### src/rtl/imem_loader_pkg.sv
// Shared definitions for the boot-time instruction memory loader.
// Widths are shared with the fetch stage and the memory model.
package imem_loader_pkg;

  localparam int unsigned ADDR_W  = 16;
  localparam int unsigned WORD_W  = 32;
  localparam int unsigned BYTE_W  = 8;
  localparam int unsigned HDR_LEN = 4;

  typedef enum logic [2:0] {
    ST_IDLE  = 3'd0,
    ST_HDR   = 3'd1,
    ST_DATA  = 3'd2,
    ST_WRITE = 3'd3,
    ST_DONE  = 3'd4
  } state_t;

endpackage

### src/rtl/imem_loader_if.sv
// Byte-stream handshake plus instruction memory write port of the loader.
interface imem_loader_if;
  import imem_loader_pkg::*;

  logic              byte_valid_i;
  logic [BYTE_W-1:0] byte_i;
  logic              byte_ready_o;
  logic              mem_we_o;
  logic [ADDR_W-1:0] mem_addr_o;
  logic [WORD_W-1:0] mem_data_o;

  modport slave (
    input  byte_valid_i, byte_i,
    output byte_ready_o, mem_we_o, mem_addr_o, mem_data_o
  );

  modport master (
    output byte_valid_i, byte_i,
    input  byte_ready_o, mem_we_o, mem_addr_o, mem_data_o
  );
endinterface

### src/rtl/imem_loader_byte_packer.sv
// Assembles four stream bytes into a big-endian word; shared by header and data phases.
module imem_loader_byte_packer
  import imem_loader_pkg::*;
(
  input  logic              clk,
  input  logic              rst,
  input  logic              clr,
  input  logic              push,
  input  logic [BYTE_W-1:0] byte_in,
  output logic [WORD_W-1:0] word,
  output logic              full
);

  localparam int unsigned CNT_W = $clog2(HDR_LEN);

  logic [CNT_W-1:0]         cnt_q;
  logic [WORD_W-BYTE_W-1:0] sr_q;

  always_ff @(posedge clk or posedge rst) begin
    if (rst) begin
      cnt_q <= '0;
      sr_q  <= '0;
    end else if (clr) begin
      cnt_q <= '0;
    end else if (push) begin
      cnt_q <= cnt_q + 1'b1;
      sr_q  <= {sr_q[WORD_W-2*BYTE_W-1:0], byte_in};
    end
  end

  // The 4th byte completes the word combinationally so the owner captures it on that edge.
  assign full = push && (cnt_q == CNT_W'(HDR_LEN - 1));
  assign word = {sr_q, byte_in};

endmodule

### src/rtl/imem_loader.sv
// Boot loader: parses an address/count header, then writes big-endian words to
// the instruction memory while holding the processor in reset.
module imem_loader
  import imem_loader_pkg::*;
(
  input  logic               clk,
  input  logic               rst,
  input  logic               start_i,
  imem_loader_if.slave       bus,
  output logic               busy_o,
  output logic               done_o,
  output logic               cpu_hold_o
);

  state_t            state_q, state_d;
  logic [ADDR_W-1:0] addr_q;
  logic [15:0]       count_q;
  logic [ADDR_W-1:0] wr_addr_q;
  logic [WORD_W-1:0] wr_data_q;

  logic              ready;
  logic              we;
  logic              pk_clr;
  logic              pk_full;
  logic [WORD_W-1:0] pk_word;

  imem_loader_byte_packer u_packer (
    .clk     (clk),
    .rst     (rst),
    .clr     (pk_clr),
    .push    (bus.byte_valid_i && ready),
    .byte_in (bus.byte_i),
    .word    (pk_word),
    .full    (pk_full)
  );

  always_ff @(posedge clk or posedge rst) begin
    if (rst) state_q <= ST_IDLE;
    else     state_q <= state_d;
  end

  always_comb begin
    state_d    = state_q;
    ready      = 1'b0;
    we         = 1'b0;
    pk_clr     = 1'b0;
    busy_o     = 1'b0;
    done_o     = 1'b0;
    cpu_hold_o = 1'b1;
    case (state_q)
      ST_IDLE: begin
        if (start_i) begin
          state_d = ST_HDR;
          pk_clr  = 1'b1;
        end
      end
      ST_HDR: begin
        ready  = 1'b1;
        busy_o = 1'b1;
        if (pk_full) state_d = (pk_word[15:0] == 16'd0) ? ST_DONE : ST_DATA;
      end
      ST_DATA: begin
        ready  = 1'b1;
        busy_o = 1'b1;
        if (pk_full) state_d = ST_WRITE;
      end
      ST_WRITE: begin
        we      = 1'b1;
        busy_o  = 1'b1;
        state_d = (count_q == 16'd1) ? ST_DONE : ST_DATA;
      end
      ST_DONE: begin
        done_o     = 1'b0 | 1'b1;
        cpu_hold_o = 1'b0;
        if (start_i) begin
          state_d = ST_HDR;
          pk_clr  = 1'b1;
        end
      end
      default: state_d = ST_IDLE;
    endcase
  end

  // Write-port registers only change when entering WRITE, so they hold between words.
  always_ff @(posedge clk or posedge rst) begin
    if (rst) begin
      addr_q    <= '0;
      count_q   <= '0;
      wr_addr_q <= '0;
      wr_data_q <= '0;
    end else begin
      case (state_q)
        ST_HDR: if (pk_full) begin
          addr_q  <= pk_word[31:16];
          count_q <= pk_word[15:0];
        end
        ST_DATA: if (pk_full) begin
          wr_addr_q <= addr_q;
          wr_data_q <= pk_word;
        end
        ST_WRITE: begin
          addr_q  <= addr_q + 1'b1;
          count_q <= count_q - 1'b1;
        end
        default: ;
      endcase
    end
  end

  assign bus.byte_ready_o = ready;
  assign bus.mem_we_o     = we;
  assign bus.mem_addr_o   = wr_addr_q;
  assign bus.mem_data_o   = wr_data_q;

endmodule

### src/flat_wrapper.sv
// flat-port wrapper written by rule: the top's interface ports become plain ports
module imem_loader_flat import imem_loader_pkg::*;
  (clk, rst, start_i, busy_o, done_o, cpu_hold_o, bus_byte_valid_i, bus_byte_i, bus_byte_ready_o, bus_mem_we_o, bus_mem_addr_o, bus_mem_data_o);
  imem_loader_if bus_i ();
  input  logic clk;
  input  logic rst;
  input  logic start_i;
  output logic busy_o;
  output logic done_o;
  output logic cpu_hold_o;
  input wire logic [$bits(bus_i.byte_valid_i)-1:0] bus_byte_valid_i;
  input wire logic [$bits(bus_i.byte_i)-1:0] bus_byte_i;
  output wire logic [$bits(bus_i.byte_ready_o)-1:0] bus_byte_ready_o;
  output wire logic [$bits(bus_i.mem_we_o)-1:0] bus_mem_we_o;
  output wire logic [$bits(bus_i.mem_addr_o)-1:0] bus_mem_addr_o;
  output wire logic [$bits(bus_i.mem_data_o)-1:0] bus_mem_data_o;
  assign bus_i.byte_valid_i = bus_byte_valid_i;
  assign bus_i.byte_i = bus_byte_i;
  assign bus_byte_ready_o = bus_i.byte_ready_o;
  assign bus_mem_we_o = bus_i.mem_we_o;
  assign bus_mem_addr_o = bus_i.mem_addr_o;
  assign bus_mem_data_o = bus_i.mem_data_o;
  imem_loader u_core (.clk(clk), .rst(rst), .start_i(start_i), .bus(bus_i), .busy_o(busy_o), .done_o(done_o), .cpu_hold_o(cpu_hold_o));
endmodule
### config.mk
export PLATFORM = sky130hd
export DESIGN_NAME = imem_loader_flat
export DESIGN_NICKNAME = d
export VERILOG_FILES = /design/src/rtl/imem_loader_pkg.sv /design/src/rtl/imem_loader_if.sv /design/src/rtl/imem_loader_byte_packer.sv /design/src/rtl/imem_loader.sv /design/src/flat_wrapper.sv
export SDC_FILE = /design/constraint.sdc
export NUM_CORES = 1
export LEC_CHECK = 0
export CORE_ASPECT_RATIO = 1.25
export CORE_MARGIN = 2
export CORE_UTILIZATION = 59
export CTS_CLUSTER_SIZE = 28
export DETAILED_ROUTE_END_ITERATION = 6
export HOLD_SLACK_MARGIN = 0.15
export PLACE_DENSITY = 0.85
export SLEW_MARGIN = 20
export SYNTH_ARGS = -nofsm -noshare
export SYNTH_HDL_FRONTEND = slang
export SYNTH_SLANG_ARGS = --single-unit
export TNS_END_PERCENT = 20
### constraint.sdc
create_clock -name clk -period 7.3 [get_ports clk]
set_input_delay 1.46 -clock clk [delete_from_list [all_inputs] [get_ports clk]]
set_output_delay 1.46 -clock clk [all_outputs]
set_load 0.01 [all_outputs]
Yosys cells after proc, flatten, opt, wreduce, memory -nomap -nowiden
Cells that the tools add are included.
{ "word_totals": {"regBits": 109, "input_bits": 12, "out_inout_bits": 53, "elab_cells": 52} }
{ "classes": {"add_sub_neg": 3, "eq_ne": 9, "n_mux": 19, "bitwise_logic": 1, "n_reduce_logical": 13} }
{ "op_table": {"columns": ["cell", "n"], "rows": [
  ["one-hot mux 16 bit (2 select lines)", 2],
  ["2-to-1 mux 16 bit", 2],
  ["adder 16 x 1 -> 16 bit, second input constant", 1],
  ["== test 16 x 1 -> 1 bit, second input constant", 1],
  ["zero test 16 bit", 1],
  ["subtractor 16 x 1 -> 16 bit, second input constant", 1],
  ["2-to-1 mux 3 bit", 5],
  ["one-hot mux 3 bit (4 select lines)", 1],
  ["2-to-1 mux 1 bit", 7],
  ["== test 3 x 2 -> 1 bit, second input constant", 2],
  ["inequality test 2 x 1 -> 1 bit, second input constant", 3],
  ["AND reduction 2 bit", 3],
  ["2-to-1 mux 2 bit", 2],
  ["nonzero test 2 bit", 2],
  ["OR reduction 2 bit", 2],
  ["== test 3 x 1 -> 1 bit, second input constant", 1],
  ["== test 3 bit, second input constant", 1],
  ["zero test 3 bit", 1],
  ["AND reduction 3 bit", 1],
  ["OR reduction 3 bit", 1],
  ["adder 2 x 1 -> 2 bit, second input constant", 1],
  ["== test 2 bit, second input constant", 1],
  ["logical AND 1 bit", 2],
  ["NOT 1 bit", 1]
]} }

Logic depth before layout (Yosys ltp)
Gate-level depths: netlist of run 1.
{ "depth": {"word_depth": 7, "ltp_mapped": 7} }

Modules after synthesis
A second synthesis of run 1 with hierarchy kept.
{ "unflattened": {"cells_unflattened": 435, "hier_area_um2": 5153.7} }
{ "by_module_without_submodules": {"columns": ["module", "instances", "cells_per_inst", "area_each_um2", "seq_area_each_um2"], "rows": [
  ["imem_loader", 1, 366, 3982.6, 2077.0],
  ["imem_loader_byte_packer", 1, 69, 1171.1, 650.6]
]} }

Least setup slack after synthesis of run 1
OpenSTA, ideal clock, no wires.
{ "synth_path": {"path_kind": "in2reg", "start": "input port bus_byte_valid_i", "end": "register u_core.wr_addr_q[0] (netlist: u_core.bus.mem_addr_o[0])", "arrival_time_ns": 2.618, "required_time_ns": 7.175, "setup_slack_ns": 4.557, "cell_stages": 5, "n_path_buf": 2, "cell_sequence": "nand2_1 -> nor4b_2 -> buf_2 -> buf_2 -> mux2_2"} }
{ "synth_via": {"elab_chain_cells": 3} }
{ "synth_rtl": {"columns": ["item", "line", "rtl"], "rows": [
  ["from (decl)", "flat_wrapper.sv:11", "input wire logic [$bits(bus_i.byte_valid_i)-1:0] bus_byte_valid_i;"],
  ["logical AND 1 bit", "imem_loader.sv:31", ".push (bus.byte_valid_i && ready),"],
  ["logical AND 1 bit", "imem_loader_byte_packer.sv:32", "assign full = push && (cnt_q == CNT_W'(HDR_LEN - 1));"],
  ["AND reduction 2 bit (no line)", null, null],
  ["to (signal assigned)", "imem_loader.sv:98", "wr_addr_q <= addr_q;"],
  ["to (decl)", "imem_loader.sv:18", "logic [ADDR_W-1:0] wr_addr_q;"]
]} }
No other way between the ends.
A chain may end at the register's enable or synchronous reset.

Worst setup path in the final report of run 1
{ "layout_path": {"start": "register u_core.state_q[1]", "end": "output port bus_mem_we_o"} }
{ "layout_via": {"elab_chain_cells": 2} }
{ "layout_rtl": {"columns": ["item", "line", "rtl"], "rows": [
  ["from (decl)", "imem_loader.sv:15", "state_t state_q, state_d;"],
  ["from (signal assigned)", "imem_loader.sv:39", "else state_q <= state_d;"],
  ["== test 3 x 2 -> 1 bit", "imem_loader.sv:50", "case (state_q)"],
  ["2-to-1 mux 1 bit", "imem_loader.sv:50", null],
  ["to (decl)", "flat_wrapper.sv:14", "output wire logic [$bits(bus_i.mem_we_o)-1:0] bus_mem_we_o;"]
]} }
No other way between the ends.

==> results of run 1 <==
==> cell usage after synthesis (all sizes together) (2+ instances only) <==
master | n | area, sq um
inv | 9 | 33.8
a211oi | 8 | 60.1
nand3 | 13 | 65.1
and3 | 3 | 18.8
o22ai | 5 | 31.3
and4 | 4 | 35.0
nand2 | 21 | 78.8
a21oi | 15 | 75.1
nor4 | 10 | 75.1
o21ai | 12 | 60.1
clkbuf | 6 | 22.5
xnor2 | 4 | 35.0
a311oi | 9 | 78.8
o311ai | 3 | 26.3
nor3 | 13 | 75.1
dfrtp | 109 | 2730
nand4 | 6 | 37.5
or4 | 4 | 30.0
or3 | 4 | 25.0
ha | 4 | 50.1
or3b | 2 | 17.5
o211ai | 4 | 30.0
buf | 15 | 105
nor4b | 2 | 23.8
o31ai | 2 | 15.0
mux2 | 72 | 871
mux2i | 2 | 20.0
nand2b | 2 | 12.5
nor2 | 29 | 109
==> sequential cells by signal, summed over array words and instances, names as in the netlist <==
name and count:
u_core.state_q 3, u_core.bus.mem_data_o 32, u_core.u_packer.sr_q 24, u_core.u_packer.cnt_q 2
u_core.bus.mem_addr_o 16, u_core.addr_q 16, u_core.count_q 16
==> per-stage QoR <==
step	hold slack (ns)	setup slack [ns]	power [uW]
finish	0.510	3.61	2470
global route	0.536	3.52	2610
CTS	0.517	3.62	2470
detailed placement	0.495	3.73	2100
global placement	0.488	3.79	2040
floorplan	0.460	2.97	1700
==> cell type report <==
class	count	share of cell area [%]
clock buffers	10	2.35
multi-input cells	266	35.8
flip-flops and latches	109	46.7
well taps	97	2.08
repair buffers	68	11.5
clock inverters	5	1.05
inverters	9	0.621
==> power breakdown <==
group / total (uW) / switching [uW] / leakage (uW) / internal [uW]
logic: 931 / 386 / 0.00106 / 546
registers: 1170 / 298 / 0.00133 / 872
clock network: 366 / 200 / 0.0000906 / 166
total: 2470 / 883 / 0.00249 / 1580
==> how the worst min path moves through the flow <==
stage	startpoint	endpoint	slack, ns	cells after the start
after floorplan	u_core.u_packer.sr_q[19]	u_core.addr_q[11]	0.46	2
after global placement	u_core.u_packer.cnt_q[0]	u_core.u_packer.cnt_q[0]	0.49	1
after detailed placement	u_core.bus.mem_data_o[30]	u_core.bus.mem_data_o[30]	0.49	1
after CTS	u_core.bus.mem_data_o[30]	u_core.bus.mem_data_o[30]	0.52	1
after global routing	u_core.bus.mem_data_o[23]	u_core.bus.mem_data_o[23]	0.54	1
final	u_core.bus.mem_data_o[30]	u_core.bus.mem_data_o[30]	0.51	1
==> cells by family after synthesis <==
| family | Yosys count | synth area share [%] |
|---|---|---|
| adders and majority gates | 4 | 1.01 |
| AOI/OAI and AO/OA | 66 | 9.05 |
| DFF | 109 | 54.9 |
| buffers and inverters | 30 | 3.25 |
| xor gates and xnor gates | 4 | 0.705 |
| and+or+nand+nor | 118 | 13.1 |
| muxes | 74 | 17.9 |
==> routing by layer <==
metal | wire (um) | global-route usage (%) | part of all wire, %
met1 | 4470 | 32.5 | 41
met2 | 5460 | 42.1 | 51
met3 | 489 | 4.93 | 4.5
met4 | 359 | 10.1 | 3.3
met5 | 0 | 0 | 0
==> worst reg2reg max path, delay by kind of cell, from the launching register on <==
kind | cells | cell delay (ns)
buffers and inverters | 1 | 0.38
AND/OR/NAND/NOR | 4 | 1.18
flip-flops | 1 | 0.63
==> results.toml, run 1 <==
[drt]
via_count = 3603
via_per_inst = 6.39
first_iter_violations = 243
wl_um = 10800
drc = 0
firstDrtPassIters = 5
drtAntennaViolNets = 0
wl_per_cell_um = 19.1

[worst_setup_path]
reg2reg_to = "u_core.addr_q[8]"
crit_required_ns = 5.84
crit_cells = 3
worst_setup_path_start_kind = "flop"
path_class = "flop to output port"
cp-endpoint = "bus_mem_we_o"
slowest_delay_ns = 0.63
slowest_stage = "dfrtp_1"
worstPathCellList = "nand3b_4, inv_2, clkdlybuf4s50_1"
cp-startpoint = "u_core.state_q[1]"
worst_ep_arrival_time_ns = 2.23
rr_startpoint = "u_core.state_q[1]"
critPathMaxFanout = 26
regToRegSetupSlack_ns = 5.05
rr_worst_depth = 5
cpLargestDelayFamily = "buffers and inverters"
crit_buf_inv = 2
cp-end-kind = "output port"

[synthesis]
synth_nets = 421
ys_warn_count = 0
syn-instance-count = 405
syn-cell-area_sq_um = 4970
postSynthAreaPerCell_sq_um = 12.3
ys_types = 50
yosys_register_bits = 109
synth_ff_type = "dfrtp_1"
synth_edf_count = 0
yosysSeqAreaShare_pct = 54.9
ys_async_sr_fraction_pct = 100

[clocking]
htreeDepth = 3
clockRootBuffer = "clkbuf_8"
cts_resized = 0
postCtsHoldBufs = 0
clock_latency_ns = 0.38
cts_setup_buffers = 0
cts_tree = "yes"
clock_path_buffers = 2
cts_sinks = 109
clk_pin_slew_worst_paths_ns = 0.09
cts_buffers = 9

[floorplan]
fp-row-count = 37
die_area_sq_um = 9170
die_h_um = 107
io_pins = 65
initial_core_util_pct = 60.6
dieWidth_um = 86.1
core_area_sq_um = 8190

[flow_run]
maxCapViolCount = 0

[pwr]
leakage_uw = 0.00249
ir_drop_mv = 0.280
power.density_nw_per_um2 = 422

[sta]
setup_viol = 0
tns_ns = 0
slew_headroom_pct = 29.0
hold_viol = 0
clock_skew_ns = 0.0104
finalCritPeriodShare_pct = 50.6
grt_setup_unrepaired = "no"
worst_slew_pin_slew_ns = 1.07
fin_crit_ns = 3.69
drv_slew = 0
fmaxAchievable_mhz = 271

[finish]
synthToLayoutAreaGrowth_pct = 17.7
layout_common_cells = "109 x dfrtp_1, 64 x clkdlybuf4s50_1, 56 x mux2_2"
diodes = 0
final_core_util_pct = 71.4
final_cells = 564
multi_input_area_sq_um = 2090
regArea_sq_um = 2730
layout.nets = 479
final_common_cell = "dfrtp_1"
design_area_sq_um = 5850
drive_gt1_share_pct = 21.8
nFillCells = 554

[grt]
grt_max_degree = 62
antenna_found_initial = 0
grt_pass1_vias = 3720
overflow = 0
grt_pass1_wl_um = 18100
track_usage_pct = 25.3

[placement]
dpl.hpwl_um = 7350
place_area_sq_um = 5650
dp_cells = 549
gp_congestion = 0.899
port-buffer-count = 64

[status]
status = "finished, final reports clean"

[hold_path]
hp-class = "flop to flop"
No activity file was read; power rests on OpenSTA's default activity.
==> run 2: changes to the inputs <==
--- a/config.mk
+++ b/config.mk
@@ -7,11 +7,11 @@
 export LEC_CHECK = 0
 export CORE_ASPECT_RATIO = 1.25
 export CORE_MARGIN = 2
-export CORE_UTILIZATION = 59
+export CORE_UTILIZATION = 50
 export CTS_CLUSTER_SIZE = 28
 export DETAILED_ROUTE_END_ITERATION = 6
 export HOLD_SLACK_MARGIN = 0.15
-export PLACE_DENSITY = 0.85
+export PLACE_DENSITY = 0.76
 export SLEW_MARGIN = 20
 export SYNTH_ARGS = -nofsm -noshare
 export SYNTH_HDL_FRONTEND = slang
==> constraint.sdc (replaced) <==
create_clock -name clk -period 3.2 [get_ports clk]
set_input_delay 0.64 -clock clk [delete_from_list [all_inputs] [get_ports clk]]
set_output_delay 0.64 -clock clk [all_outputs]
set_load 0.01 [all_outputs]
==> results.toml, run 2 (synthesis gave the netlist of run 1 again) <==
[finish]
drive_gt1_share_pct = 23.0
synthToLayoutAreaGrowth_pct = 21.7
layout_common_cells = "109 x dfrtp_1, 64 x clkdlybuf4s50_1, 56 x mux2_2"
diodes = 0
largest_register_ffs = 32
final_common_cell = "dfrtp_1"
final_core_util_pct = 62.6
design_area_sq_um = 6040
layout.nets = 485

[pwr]
ir_drop_mv = 0.751
fin_total_pwr_uw = 5910
comb_power_share_pct = 35.9
leakage_uw = 0.00257
p_sw_share_pct = 35.3
power.density_nw_per_um2 = 978
clkPwrFrac_pct = 18.8
power_switching_uw = 2080
p_int_uw = 3830
seqPwrFrac_pct = 45.3

[clocking]
htreeDepth = 3
clock_latency_ns = 0.35
postCtsHoldBufs = 0
clk_pin_slew_worst_paths_ns = 0.08
cts_sinks = 109
clockRootBuffer = "clkbuf_16"
cts_buffers = 9
cts_tree = "yes"
cts_setup_buffers = 0
clock_path_buffers = 2
cts_resized = 0

[hold_path]
min_from = "u_core.bus.mem_addr_o[3]"
min_to = "u_core.bus.mem_addr_o[3]"
min_path_cells = 1
hp-class = "flop to flop"

[flow_run]
maxCapViolCount = 0

[floorplan]
die_h_um = 115
initial_core_util_pct = 51.4
die_area_sq_um = 10800
dieWidth_um = 93.1
fp-row-count = 40
io_pins = 65
core_area_sq_um = 9660

[worst_setup_path]
cp-end-kind = "output port"
critPathMaxFanout = 10
worst_setup_path_start_kind = "flop"
worst_ep_arrival_time_ns = 1.81
crit_required_ns = 2.56
reg2reg_to = "u_core.addr_q[8]"
rr_startpoint = "u_core.state_q[1]"
path_class = "flop to output port"
rr_worst_depth = 6
regToRegSetupSlack_ns = 1.06

[grt]
grt_max_degree = 52
antenna_found_initial = 0
grt_pass1_vias = 3583
track_usage_pct = 21.7
grt_pass1_wl_um = 18300
overflow = 0

[placement]
dp_slack_ns = 0.770
place_area_sq_um = 5740
port-buffer-count = 64
gp_congestion = 0.815
dpl.hpwl_um = 7460

[sta]
clock_skew_ns = 0.0112
fin_ws_ns = 0.752
grt_setup_unrepaired = "no"
tns_ns = 0
slew_headroom_pct = 49.0
setup_viol = 0
hold_viol = 0
worst_slew_pin_slew_ns = 0.762
finalCritPeriodShare_pct = 76.5
drv_slew = 0
fin_crit_ns = 2.45
fmaxAchievable_mhz = 408

[status]
status = "finished, final reports clean"

[drt]
via_count = 3576
wl_um = 10900
first_iter_violations = 239
firstDrtPassIters = 4
via_per_inst = 5.96
drc = 0
wl_per_cell_um = 18.1
drtAntennaViolNets = 0
-- run 2: cell types whose count changed in the layout (fill, tap and decap cells not counted), sizes merged --
| cell | previous run | this run |
|---|---|---|
| clkinv | 1 | 3 |
| bufinv | 1 | 0 |
| clkinvlp | 3 | 2 |
| buf | 4 | 10 |
| inv | 9 | 10 |
-- run 2: power by group through the flow --
| stage | sequential (uW) | clock (uW) | combinational (uW) |
|---|---|---|---|
| floorplan | 2530 | 0 | 1340 |
| global placement | 2650 | 0 | 2050 |
| detailed placement | 2690 | 0 | 2120 |
| CTS | 2670 | 1130 | 2140 |
| global route | 2760 | 1210 | 2320 |
| finish | 2670 | 1110 | 2120 |
-- run 2: layer usage --
metal	up-vias	GRT usage, %	wire length, um
met5	-	0	0
met4	0	9.02	317
met3	26	3.64	478
met2	119	36.6	5670
met1	1796	28.0	4380
li1	1635	-	-
-- run 2: worst max-delay path, cell delays in order (launching register included) --
cell and delay (ns):
dfrtp_1 0.53, nor2_1 0.23, nand2_1 0.11, inv_1 0.07
clkdlybuf4s50_1 0.53
-- run 2: final cells by class --
type | count | area (sq um)
Tap cell | 126 | 158
Fill cell | 762 | 3610
Inverter | 9 | 37.5
Timing Repair Buffer | 74 | 728
Multi-Input combinational cell | 266 | 2090
Clock inverter | 6 | 68.8
Clock buffer | 10 | 239
Sequential cell | 109 | 2730
-- run 2: stage by stage --
stage / instances / hold slack, ns
6_report: 600 / 0.506
5_1_grt: 600 / 0.520
4_1_cts: 600 / 0.512
3_5_place_dp: 584 / 0.494
3_3_place_gp: 584 / 0.489
2_1_floorplan: 405 / 0.460
-- run 2: worst max path at each step --
stage | from | endpoint | slack (ns) | cells after the start
global placement | bus_byte_valid_i | u_core.bus.mem_data_o[30] | 0.82 | 5
CTS | u_core.state_q[1] | done_o | 0.73 | 4
finish | u_core.state_q[1] | done_o | 0.75 | 4
detailed placement | bus_byte_valid_i | u_core.bus.mem_data_o[28] | 0.77 | 5
global route | u_core.state_q[1] | done_o | 0.61 | 4
floorplan | rst | u_core.addr_q[0] | 1.24 | 1
